**config.mk**
```make
export PLATFORM = sky130hd
export DESIGN_NAME = fm0_enc
export DESIGN_NICKNAME = d
export VERILOG_FILES = /design/src/rtl/fm0_enc.sv
export SDC_FILE = /design/constraint.sdc
export NUM_CORES = 1
export LEC_CHECK = 0
export CAP_MARGIN = 15
export CELL_PAD_IN_SITES_DETAIL_PLACEMENT = 0
export CELL_PAD_IN_SITES_GLOBAL_PLACEMENT = 1
export CORE_ASPECT_RATIO = 1.75
export CORE_MARGIN = 2
export CORE_UTILIZATION = 40
export CTS_CLUSTER_SIZE = 40
export DETAILED_ROUTE_END_ITERATION = 10
export PLACE_DENSITY_LB_ADDON = 0.3
export SYNTH_ARGS = -nofsm -noshare
export SYNTH_HDL_FRONTEND = slang
export SYNTH_SLANG_ARGS = --single-unit
```
**constraint.sdc**
```tcl
create_clock -name clk_1_92m -period 2.35 [get_ports clk_1_92m]
set_input_delay 0.47 -clock clk_1_92m [delete_from_list [all_inputs] [get_ports clk_1_92m]]
set_output_delay 0.47 -clock clk_1_92m [all_outputs]
set_load 0.01 [all_outputs]
```
**src/rtl/fm0_enc.sv**
```systemverilog
// FM0 backscatter encoder: optional pilot, fixed preamble, data bits and dummy-1 trailer,
// advanced on rising edges of doub_blf. Pilot support is built only when FM0_ENC_PILOT_EN is defined.
module fm0_enc (
    input  logic clk_1_92m,
    input  logic rst_n,
    input  logic doub_blf,
    input  logic enc_start,
    input  logic pilot_en,
    input  logic tx_data,
    input  logic tx_valid,
    input  logic tx_last,
    output logic tx_ready,
    output logic enc_out,
    output logic enc_busy,
    output logic enc_done,
    output logic enc_err
);

    typedef enum logic [2:0] {IDLE, PILOT, PREAM, DATA, EOS, DONE} state_t;

    // Element i of the preamble half-symbol sequence sits at bit i.
    localparam logic [11:0] PREAM_PAT = 12'b1100_0100_1011;

    state_t     state_reg, state_next;
    logic [4:0] hcnt_reg, hcnt_next;
    logic       blf_d_reg;
    logic       half_reg, half_next;
    logic       bit_reg, bit_next;
    logic       last_reg, last_next;
    logic       out_reg, out_next;
    logic       busy_reg, busy_next;
    logic       done_reg, done_next;
    logic       err_reg, err_next;
    logic       tick;
    logic       pilot_sel;

    assign tick = doub_blf & ~blf_d_reg;

`ifdef FM0_ENC_PILOT_EN
    assign pilot_sel = pilot_en;
`else
    logic unused_pilot;
    assign unused_pilot = pilot_en;
    assign pilot_sel    = 1'b0;
`endif

    always_ff @(posedge clk_1_92m) begin
        if (!rst_n) begin
            state_reg <= IDLE;
            hcnt_reg  <= '0;
            blf_d_reg <= 1'b0;
            half_reg  <= 1'b0;
            bit_reg   <= 1'b0;
            last_reg  <= 1'b0;
            out_reg   <= 1'b0;
            busy_reg  <= 1'b0;
            done_reg  <= 1'b0;
            err_reg   <= 1'b0;
        end else begin
            state_reg <= state_next;
            hcnt_reg  <= hcnt_next;
            blf_d_reg <= doub_blf;
            half_reg  <= half_next;
            bit_reg   <= bit_next;
            last_reg  <= last_next;
            out_reg   <= out_next;
            busy_reg  <= busy_next;
            done_reg  <= done_next;
            err_reg   <= err_next;
        end
    end

    always_comb begin
        state_next = state_reg;
        hcnt_next  = hcnt_reg;
        case (state_reg)
            IDLE: begin
                if (enc_start) begin
                    hcnt_next  = '0;
                    state_next = pilot_sel ? PILOT : PREAM;
                end
            end
`ifdef FM0_ENC_PILOT_EN
            PILOT: begin
                if (tick) begin
                    if (hcnt_reg == 5'd23) begin
                        hcnt_next  = '0;
                        state_next = PREAM;
                    end else begin
                        hcnt_next = hcnt_reg + 5'd1;
                    end
                end
            end
`endif
            PREAM: begin
                if (tick) begin
                    if (hcnt_reg == 5'd11) begin
                        hcnt_next  = '0;
                        state_next = DATA;
                    end else begin
                        hcnt_next = hcnt_reg + 5'd1;
                    end
                end
            end
            DATA: begin
                // Underflow on a first half, or the second half of the last bit, ends the data.
                if (tick && ((!half_reg && !tx_valid) || (half_reg && last_reg))) begin
                    state_next = EOS;
                end
            end
            EOS: begin
                if (tick) begin
                    if (hcnt_reg == 5'd1) begin
                        hcnt_next  = '0;
                        state_next = DONE;
                    end else begin
                        hcnt_next = hcnt_reg + 5'd1;
                    end
                end
            end
            DONE:    state_next = IDLE;
            default: state_next = IDLE;
        endcase
    end

    always_comb begin
        tx_ready  = (state_reg == DATA) && tick && !half_reg;
        out_next  = out_reg;
        half_next = half_reg;
        bit_next  = bit_reg;
        last_next = last_reg;
        busy_next = busy_reg;
        done_next = 1'b0;
        err_next  = err_reg;
        case (state_reg)
            IDLE: begin
                if (enc_start) begin
                    busy_next = 1'b1;
                    err_next  = 1'b0;
                end
            end
`ifdef FM0_ENC_PILOT_EN
            PILOT: if (tick) out_next = ~hcnt_reg[0];
`endif
            PREAM: if (tick) out_next = PREAM_PAT[hcnt_reg[3:0]];
            DATA: begin
                if (tick) begin
                    if (!half_reg) begin
                        if (tx_valid) begin
                            out_next  = ~out_reg;
                            half_next = 1'b1;
                            bit_next  = tx_data;
                            last_next = tx_last;
                        end else begin
                            err_next = 1'b1;
                        end
                    end else begin
                        half_next = 1'b0;
                        if (!bit_reg) out_next = ~out_reg;
                    end
                end
            end
            EOS: if (tick && hcnt_reg == 5'd0) out_next = ~out_reg;
            DONE: begin
                out_next  = 1'b0;
                done_next = 1'b1;
                busy_next = 1'b0;
            end
            default: ;
        endcase
    end

    assign enc_out  = out_reg;
    assign enc_busy = busy_reg;
    assign enc_done = done_reg;
    assign enc_err  = err_reg;

endmodule

```
== Yosys cells after proc, flatten, opt, wreduce, memory -nomap -nowiden ==
Memories as Yosys holds them, arrays and structs flattened. A register that Yosys moved wholly into a read port is not among the register bits.
Index checks and enable logic that the tools add are counted.

* Word-level logic and storage cells: 90
* Input bits: 8
* Memories kept: 1
* Memory bits (read-only): 16
* Output and inout port bits: 5
* Register bits after elaboration: 16

* Bitwise operators: 4
* Add/sub/neg operators: 1
* Multiplexer cells: 33
* $lt $le $gt $ge: 1
* Equality and inequality tests: 18
* Reductions and logical operators: 22

{| class="wikitable"
|+ Memories
! name !! depth !! bits a word !! rd ports !! clocked after Yosys merged registers in !! wr ports !! line !! text
|-
| (name not given) || 16 || 1 || 1 || 1 || 0 || 145 || <nowiki>PREAM: if (tick) out_next = PREAM_PAT[hcnt_reg[3:0]];</nowiki>
|}

{| class="wikitable"
|+ Operator list
! kind !! number
|-
| two-way mux 5 bit || 5
|-
| inequality test 2 bit (second input constant) || 10
|-
| two-way mux 3 bit || 6
|-
| two-way mux 1 bit || 15
|-
| one-hot mux 5 bit (3 select lines) || 1
|-
| one-hot mux 3 bit (4 select lines) || 1
|-
| AND reduction 6 bit || 2
|-
| two-way mux 4 bit || 2
|-
| AND reduction 4 bit || 2
|-
| == test 3 x 2 -> 1 bit (second input constant) || 2
|-
| == test 3 bit (second input constant) || 2
|-
| logical AND 1 bit || 6
|-
| inequality test 3 bit (second input constant) || 2
|-
| adder 5 x 1 -> 5 bit (second input constant) || 1
|-
| == test 5 x 1 -> 1 bit (second input constant) || 1
|-
| == test 5 x 4 -> 1 bit (second input constant) || 1
|-
| logical NOT 5 bit || 1
|-
| less-than comparator 4 x 5 -> 1 bit (second input constant) || 1
|-
| AND reduction 5 bit || 1
|-
| one-hot mux 1 bit (2 select lines) || 2
|-
| one-hot mux 1 bit (4 select lines) || 1
|-
| AND reduction 2 bit || 2
|-
| nonzero test 2 bit || 2
|-
| nonzero test 4 bit || 1
|-
| other kinds (6) || 9
|}

== Logic depth before layout (Yosys ltp) ==
Gate-level depths: netlist (run 1).

* Depth in word-level cells: 6
* Mapped depth: 8
* Depth with buffers taken out: 8

== Worst setup path after synthesis (run 1) ==
No wires, ideal clock.

* Path type: input port to flip-flop
* Start: input port enc_start
* End: register with a tool-made name
* Path buffers: 0
* Stages on the path: 6
* Data arrival time: 1,745 ps
* Slack: 485 ps
* Required time: 2,230 ps
* Cells stage by stage: or3b_4 a31oi_4 nand2_1 xor2_1 xnor2_1 a211o_1

{| class="wikitable"
|+ RTL lines
! item !! line !! text
|-
| start: declaration || 7 || <nowiki>input logic enc_start,</nowiki>
|}

==> flow_summary.json, run 1 <==
{
  "run_status": "completed",
  "grt-ovfl-total": 0,
  "fin_nets": 149,
  "die_h_um": 70.0,
  "timing_worst_setup_path_type": "in2reg",
  "number_of_routed_nets_with_antenna_violations": 0,
  "timing_hold_violations_final": 0,
  "rsz_0062_raised_after_global_routing": "no",
  "synth-edff-count": 0,
  "sequential_cell_area_sq_um": 340,
  "synth-seq-cells": 17,
  "leakagePower_nw": 0.446,
  "yosysUniqueCellTypes": 42,
  "clk_pin_slew_ps": 70,
  "power.ir.vdd_worst_mv": 0.426,
  "synth_nets": 127,
  "route.detailed.wl_per_inst_um": 14.6,
  "slowest_stage": "clkdlybuf4s50_1",
  "share_of_cells_above_drive_strength_1": 0.175,
  "ys_warn_count": 0,
  "setup.worst_path.start_class": "input pin",
  "insertion_delay_ps": 250,
  "worst_path_largest_cell_delay_ps": 480,
  "postSynthAreaPerCell_sq_um": 8.59,
  "place_congestion": 0.812,
  "critical_path.max_fanout": 7,
  "critical_path_required_ps": 2500,
  "ctsHoldBuffers": 0,
  "first_iter_violations": 24,
  "placement.io_buffers": 11,
  "pin_count_of_the_biggest_net_entering_global_routing": 14,
  "drc": 0,
  "cts_repair_resize_count": 1,
  "layout_worst_path_cycle_share": 0.916,
  "fillerInstances": 244,
  "wl_mm": 2.38,
  "grt_first_pass_wirelength_mm": 4.00,
  "yosysMostFrequentCell": "dfxtp_1",
  "setup_violations": 0,
  "timing.critical_path.to_type": "flip-flop",
  "cts_sinks": 17,
  "cts-buffers-inserted": 3,
  "globalRouteTotalUtil": 0.177,
  "routed_via_density": 5.60,
  "maxCapViolCount": 0,
  "worst-endpoint-arrival_ps": 2300,
  "core-area_sq_mm": 0.00243,
  "multi_input_comb_area_sq_um": 621,
  "stdcell_count": 163,
  "synthDominantCellAreaShare": 0.342,
  "placed_instance_count": 159,
  "number_of_flip_flops_under_the_largest_register_name": 5,
  "relSlewSlack": 0.777,
  "drt_pre_antenna_iters": 4,
  "tightest_slew_ps": 333,
  "post_cts.repair.setup_buffers": 0,
  "clk_root_buffer_cell": "clkbuf_8",
  "starting_density_of_the_core": 0.409,
  "path_cells": "clkdlybuf4s50_1, or3b_4, a31oi_4, nand2_1, xor2_1, xnor2_1, a211o_1",
  "insertedDiodeCount": 0,
  "max_root_sink_buffers": 2,
  "final_core_util": 0.509,
  "synth_top_area_cell": "dfxtp_1",
  "synth_async_sr_flop_share": 0,
  "hold_class": "reg2reg",
  "cts_htree_levels": 1,
  "die_area_sq_mm": 0.00292,
  "first_global_vias": 866,
  "dp.final_hpwl_mm": 1.84,
  "synth-seq-area-share": 0.342,
  "final.setup_skew_ps": 2.91,
  "flow.area_growth_from_synthesis_pct": 24.4,
  "placement_rows": 24,
  "synth-main-ff-cell": "dfxtp_1",
  "ratio_of_total_power_to_cell_area_mw_per_mm2": 606,
  "floorplan.die.width_um": 41.7,
  "vias": 913,
  "slew_viol_final": 0,
  "post_synth_most_frequent_cells": "dfxtp_1, nor2_1, o21ai_0",
  "synth_top_cells_by_area": "dfxtp_1, nor2_1, o21ai_0, ha_1, nand2b_1",
  "synthesis.area_sq_um": 996,
  "maxClockFrequency_mhz": 465,
  "post-route-min-period_ps": 2150,
  "tritoncts": "done",
  "ios": 13,
  "netlist_instances": 116,
  "antenna_violations_before_repair": 0
}
-- power breakdown --
group          switching [W]  internal, W  total [W]
combinational       0.000105    0.0000994   0.000205
sequential         0.0000180     0.000303   0.000321
clock               0.000107     0.000118   0.000225
-- logic make-up (layout without fill, tap and decap cells) --
logic type      count (synthesis)  after routing  share of synthesized area
simple gates                   52             52                      0.304
compound gates                 29             29                      0.217
flops                          17             17                      0.342
buf+inv                         8             29                     0.0352
xor+xnor                        5              5                     0.0440
fa+ha+maj                       3              3                     0.0377
mux                             2              2                     0.0201
-- cell usage in the layout, fill, tap and decap left out, types with 2 or more instances in the layout --
cell type	n
inv_1	4
nor3_2	2
and2_1	3
nand4_1	2
nor2b_1	3
dfxtp_1	17
nand2_1	6
nand4bb_1	2
o21ai_0	8
clkbuf_8	3
buf_4	10
xnor2_1	3
nor2_1	15
xor2_1	2
a31oi_1	2
nand3_1	5
a21boi_0	2
nor3_1	2
ha_1	3
mux2i_1	2
nand2b_1	6
clkdlybuf4s50_1	10
a21oi_1	4
-- worst paths after layout --
kind                    start        end  slack (ps)  cells after the start
setup / recovery    enc_start  flip-flop         200                      7
hold reg to reg       bit_reg    bit_reg         470                      2
setup reg to reg  hcnt_reg[0]  flip-flop         310                      7
hold / removal        bit_reg    bit_reg         470                      2
-- critical path: cells and delay by family --
family / cells / cell delay, ps
xor gates and xnor gates: 2 / 310
buffers and inverters: 1 / 480
AOI/OAI and AO/OA: 2 / 530
and+or+nand+nor: 2 / 510
-- layout make-up --
class	count	share of cell area
inverters	4	0.0121
clock inverters	1	0.00404
well taps	26	0.0263
clock buffers	3	0.0333
flip-flops and latches	17	0.275
repair buffers	21	0.148
multi-input cells	91	0.501
-- layer usage --
metal | GRT usage | part of all wire
met5 | 0 | 0
met4 | 0.0860 | 0.034
met2 | 0.323 | 0.54
met3 | 0.0310 | 0.020
met1 | 0.188 | 0.40
-- through the flow --
step	setup WS, ps	power [W]	hold WS (ps)	instance area [sq um]	setup TNS, ps
after floorplan	485	0.000458	438	996	0
after global placement	-76.8	0.000528	448	1190	-76.8
after detailed placement	-51.8	0.000533	465	1190	-70.7
after CTS	201	0.000760	477	1240	0
after global routing	73.4	0.000792	512	1240	0
final	198	0.000751	467	1240	0
(Power assumes the default switching activity.)
==> run 2: changes to the inputs <==
--- a/config.mk
+++ b/config.mk
@@ -13,6 +13,7 @@
 export CORE_UTILIZATION = 40
 export CTS_CLUSTER_SIZE = 40
 export DETAILED_ROUTE_END_ITERATION = 10
+export GPL_ROUTABILITY_DRIVEN = 0
 export PLACE_DENSITY_LB_ADDON = 0.3
 export SYNTH_ARGS = -nofsm -noshare
 export SYNTH_HDL_FRONTEND = slang
==> results of run 2 <==
The final DEF is identical to that of run 1; final timing and power are the same.
==> run 3: changes to the inputs <==
--- a/config.mk
+++ b/config.mk
@@ -14,7 +14,9 @@
 export CTS_CLUSTER_SIZE = 40
 export DETAILED_ROUTE_END_ITERATION = 10
 export GPL_ROUTABILITY_DRIVEN = 0
+export GPL_TIMING_DRIVEN = 0
 export PLACE_DENSITY_LB_ADDON = 0.3
+export SLEW_MARGIN = 10
 export SYNTH_ARGS = -nofsm -noshare
 export SYNTH_HDL_FRONTEND = slang
 export SYNTH_SLANG_ARGS = --single-unit
==> run 3 against run 2 <==
  * Clock-buffer cell count grew 1
  * Cell count shrank 0.61%
  * Utilization shrank 0.36 points
  * Register-to-register slack is essentially flat
  * First-iteration DRC count shrank 29%
  * Routed wire length grew 4.2%
  * Sequential power grew 2%
  * Non-clock buffer count shrank 1
  * Worst hold slack lost 0.77 ps
==> flow_summary.json, run 3 (synthesis gave the netlist of run 1 again) <==
{
  "critical_path.max_fanout": 10,
  "run_status": "completed",
  "clk_root_buffer_cell": "clkbuf_8",
  "flow.area_growth_from_synthesis_pct": 23.5,
  "die_area_sq_mm": 0.00292,
  "leakagePower_nw": 0.436,
  "cts_sinks": 17,
  "ratio_of_total_power_to_cell_area_mw_per_mm2": 605,
  "timing_hold_violations_final": 0,
  "setup.worst_path.start_class": "flip-flop",
  "placement.io_buffers": 11,
  "antenna_violations_before_repair": 0,
  "final_cell_mix": "dfxtp_1, nor2_1, clkdlybuf4s50_1",
  "wl_mm": 2.48,
  "critical_path_required_ps": 1880,
  "first_global_vias": 1029,
  "setup_slack_ps": 73.6,
  "timing.critical_path.to_type": "output port",
  "dp.final_hpwl_mm": 1.90,
  "mostFrequentLayoutCell": "dfxtp_1",
  "switching_share": 0.301,
  "grt_first_pass_wirelength_mm": 4.40,
  "maxCapViolCount": 0,
  "clk_pin_slew_ps": 60,
  "insertedDiodeCount": 0,
  "insertion_delay_ps": 250,
  "slew_viol_final": 0,
  "starting_density_of_the_core": 0.409,
  "setup_violations": 0,
  "comb_power_share": 0.268,
  "post-route-min-period_ps": 2280,
  "seqPwrFrac": 0.441,
  "relSlewSlack": 0.616,
  "globalRouteTotalUtil": 0.193,
  "p_clk_frac": 0.291,
  "routed_via_density": 5.66,
  "share_of_cells_above_drive_strength_1": 0.147,
  "fin_total_pwr_w": 0.000744,
  "worst-endpoint-arrival_ps": 1810,
  "ios": 13,
  "final.setup_skew_ps": 0.509,
  "core-area_sq_mm": 0.00243,
  "number_of_routed_nets_with_antenna_violations": 0,
  "floorplan.die.width_um": 41.7,
  "grt-ovfl-total": 0,
  "fin_setup_tns_ps": 0,
  "drt_pre_antenna_iters": 4,
  "first_iter_violations": 17,
  "layout_worst_path_cycle_share": 0.969,
  "power_report.internal_total_w": 0.000521,
  "pin_count_of_the_biggest_net_entering_global_routing": 11,
  "maxClockFrequency_mhz": 439,
  "switching_power_w": 0.000224,
  "tritoncts": "done",
  "drc": 0,
  "number_of_flip_flops_under_the_largest_register_name": 5,
  "final_core_util": 0.506,
  "tightest_slew_ps": 571,
  "route.detailed.wl_per_inst_um": 15.3,
  "cts-buffers-inserted": 3,
  "fillerInstances": 243,
  "pre_cts_slack_ps": -275,
  "power.ir.vdd_worst_mv": 0.259,
  "timing_worst_setup_path_type": "reg2out",
  "hold_class": "reg2reg",
  "placement_rows": 24,
  "die_h_um": 70.0,
  "cts_htree_levels": 1,
  "fin_nets": 148,
  "max_root_sink_buffers": 2,
  "vias": 917
}
## run 3: stage by stage
| step | instance area (sq um) | cells | hold slack [ps] |
|---|---|---|---|
| 6_report | 1230 | 162 | 467 |
| 5_1_grt | 1230 | 162 | 504 |
| 4_1_cts | 1200 | 160 | 472 |
| 3_5_place_dp | 1140 | 153 | 461 |
| 3_3_place_gp | 1140 | 153 | 451 |
| 2_1_floorplan | 996 | 116 | 438 |
## run 3: power by group through the flow
stage                     Clock [W]  Sequential, W  Combinational [W]
final                      0.000216       0.000328           0.000200
after global routing       0.000236       0.000330           0.000223
after CTS                  0.000222       0.000328           0.000198
after detailed placement          0       0.000334           0.000180
after global placement            0       0.000333           0.000175
after floorplan                   0       0.000329           0.000129
## run 3: final timing paths
path / start / endpoint / slack, ps / depth (start not counted)
hold reg to reg: bit_reg / bit_reg / 470 / 2
hold / removal: bit_reg / bit_reg / 470 / 2
setup / recovery: state_reg[2] / tx_ready / 70 / 5
setup reg to reg: hcnt_reg[0] / flip-flop / 310 / 7
## run 3: what timing repair did
action,in CTS,in global routing
buffers inserted,3,2
pin swaps,1,1
endpoints found under the setup margin,2,4
gates resized for setup,1,3
gates cloned,0,0
hold buffers,0,0
## run 3: worst max-delay path: stages, from the launching register on
cell and delay, ps:
dfxtp_1 330, buf_2 180, nand2b_1 200, or2_2 340
nor3_4 230, clkdlybuf4s15_1 270
## run 3: final cells by class
type,count,area [sq um],share of cell area
Inverter,4,15.0,0.0122
Buffer,4,20.0,0.0163
Tap cell,26,32.5,0.0264
Timing Repair Buffer,16,150,0.122
Sequential cell,17,340,0.277
Clock buffer,4,45.0,0.0366
Multi-Input combinational cell,91,627,0.510
## run 3: metal layers
metal	GRT usage	up-vias	wire, um
li1	-	456	-
met1	0.185	431	929
met2	0.365	19	1370
met3	0.0336	11	70
met4	0.111	0	109
met5	0	-	0
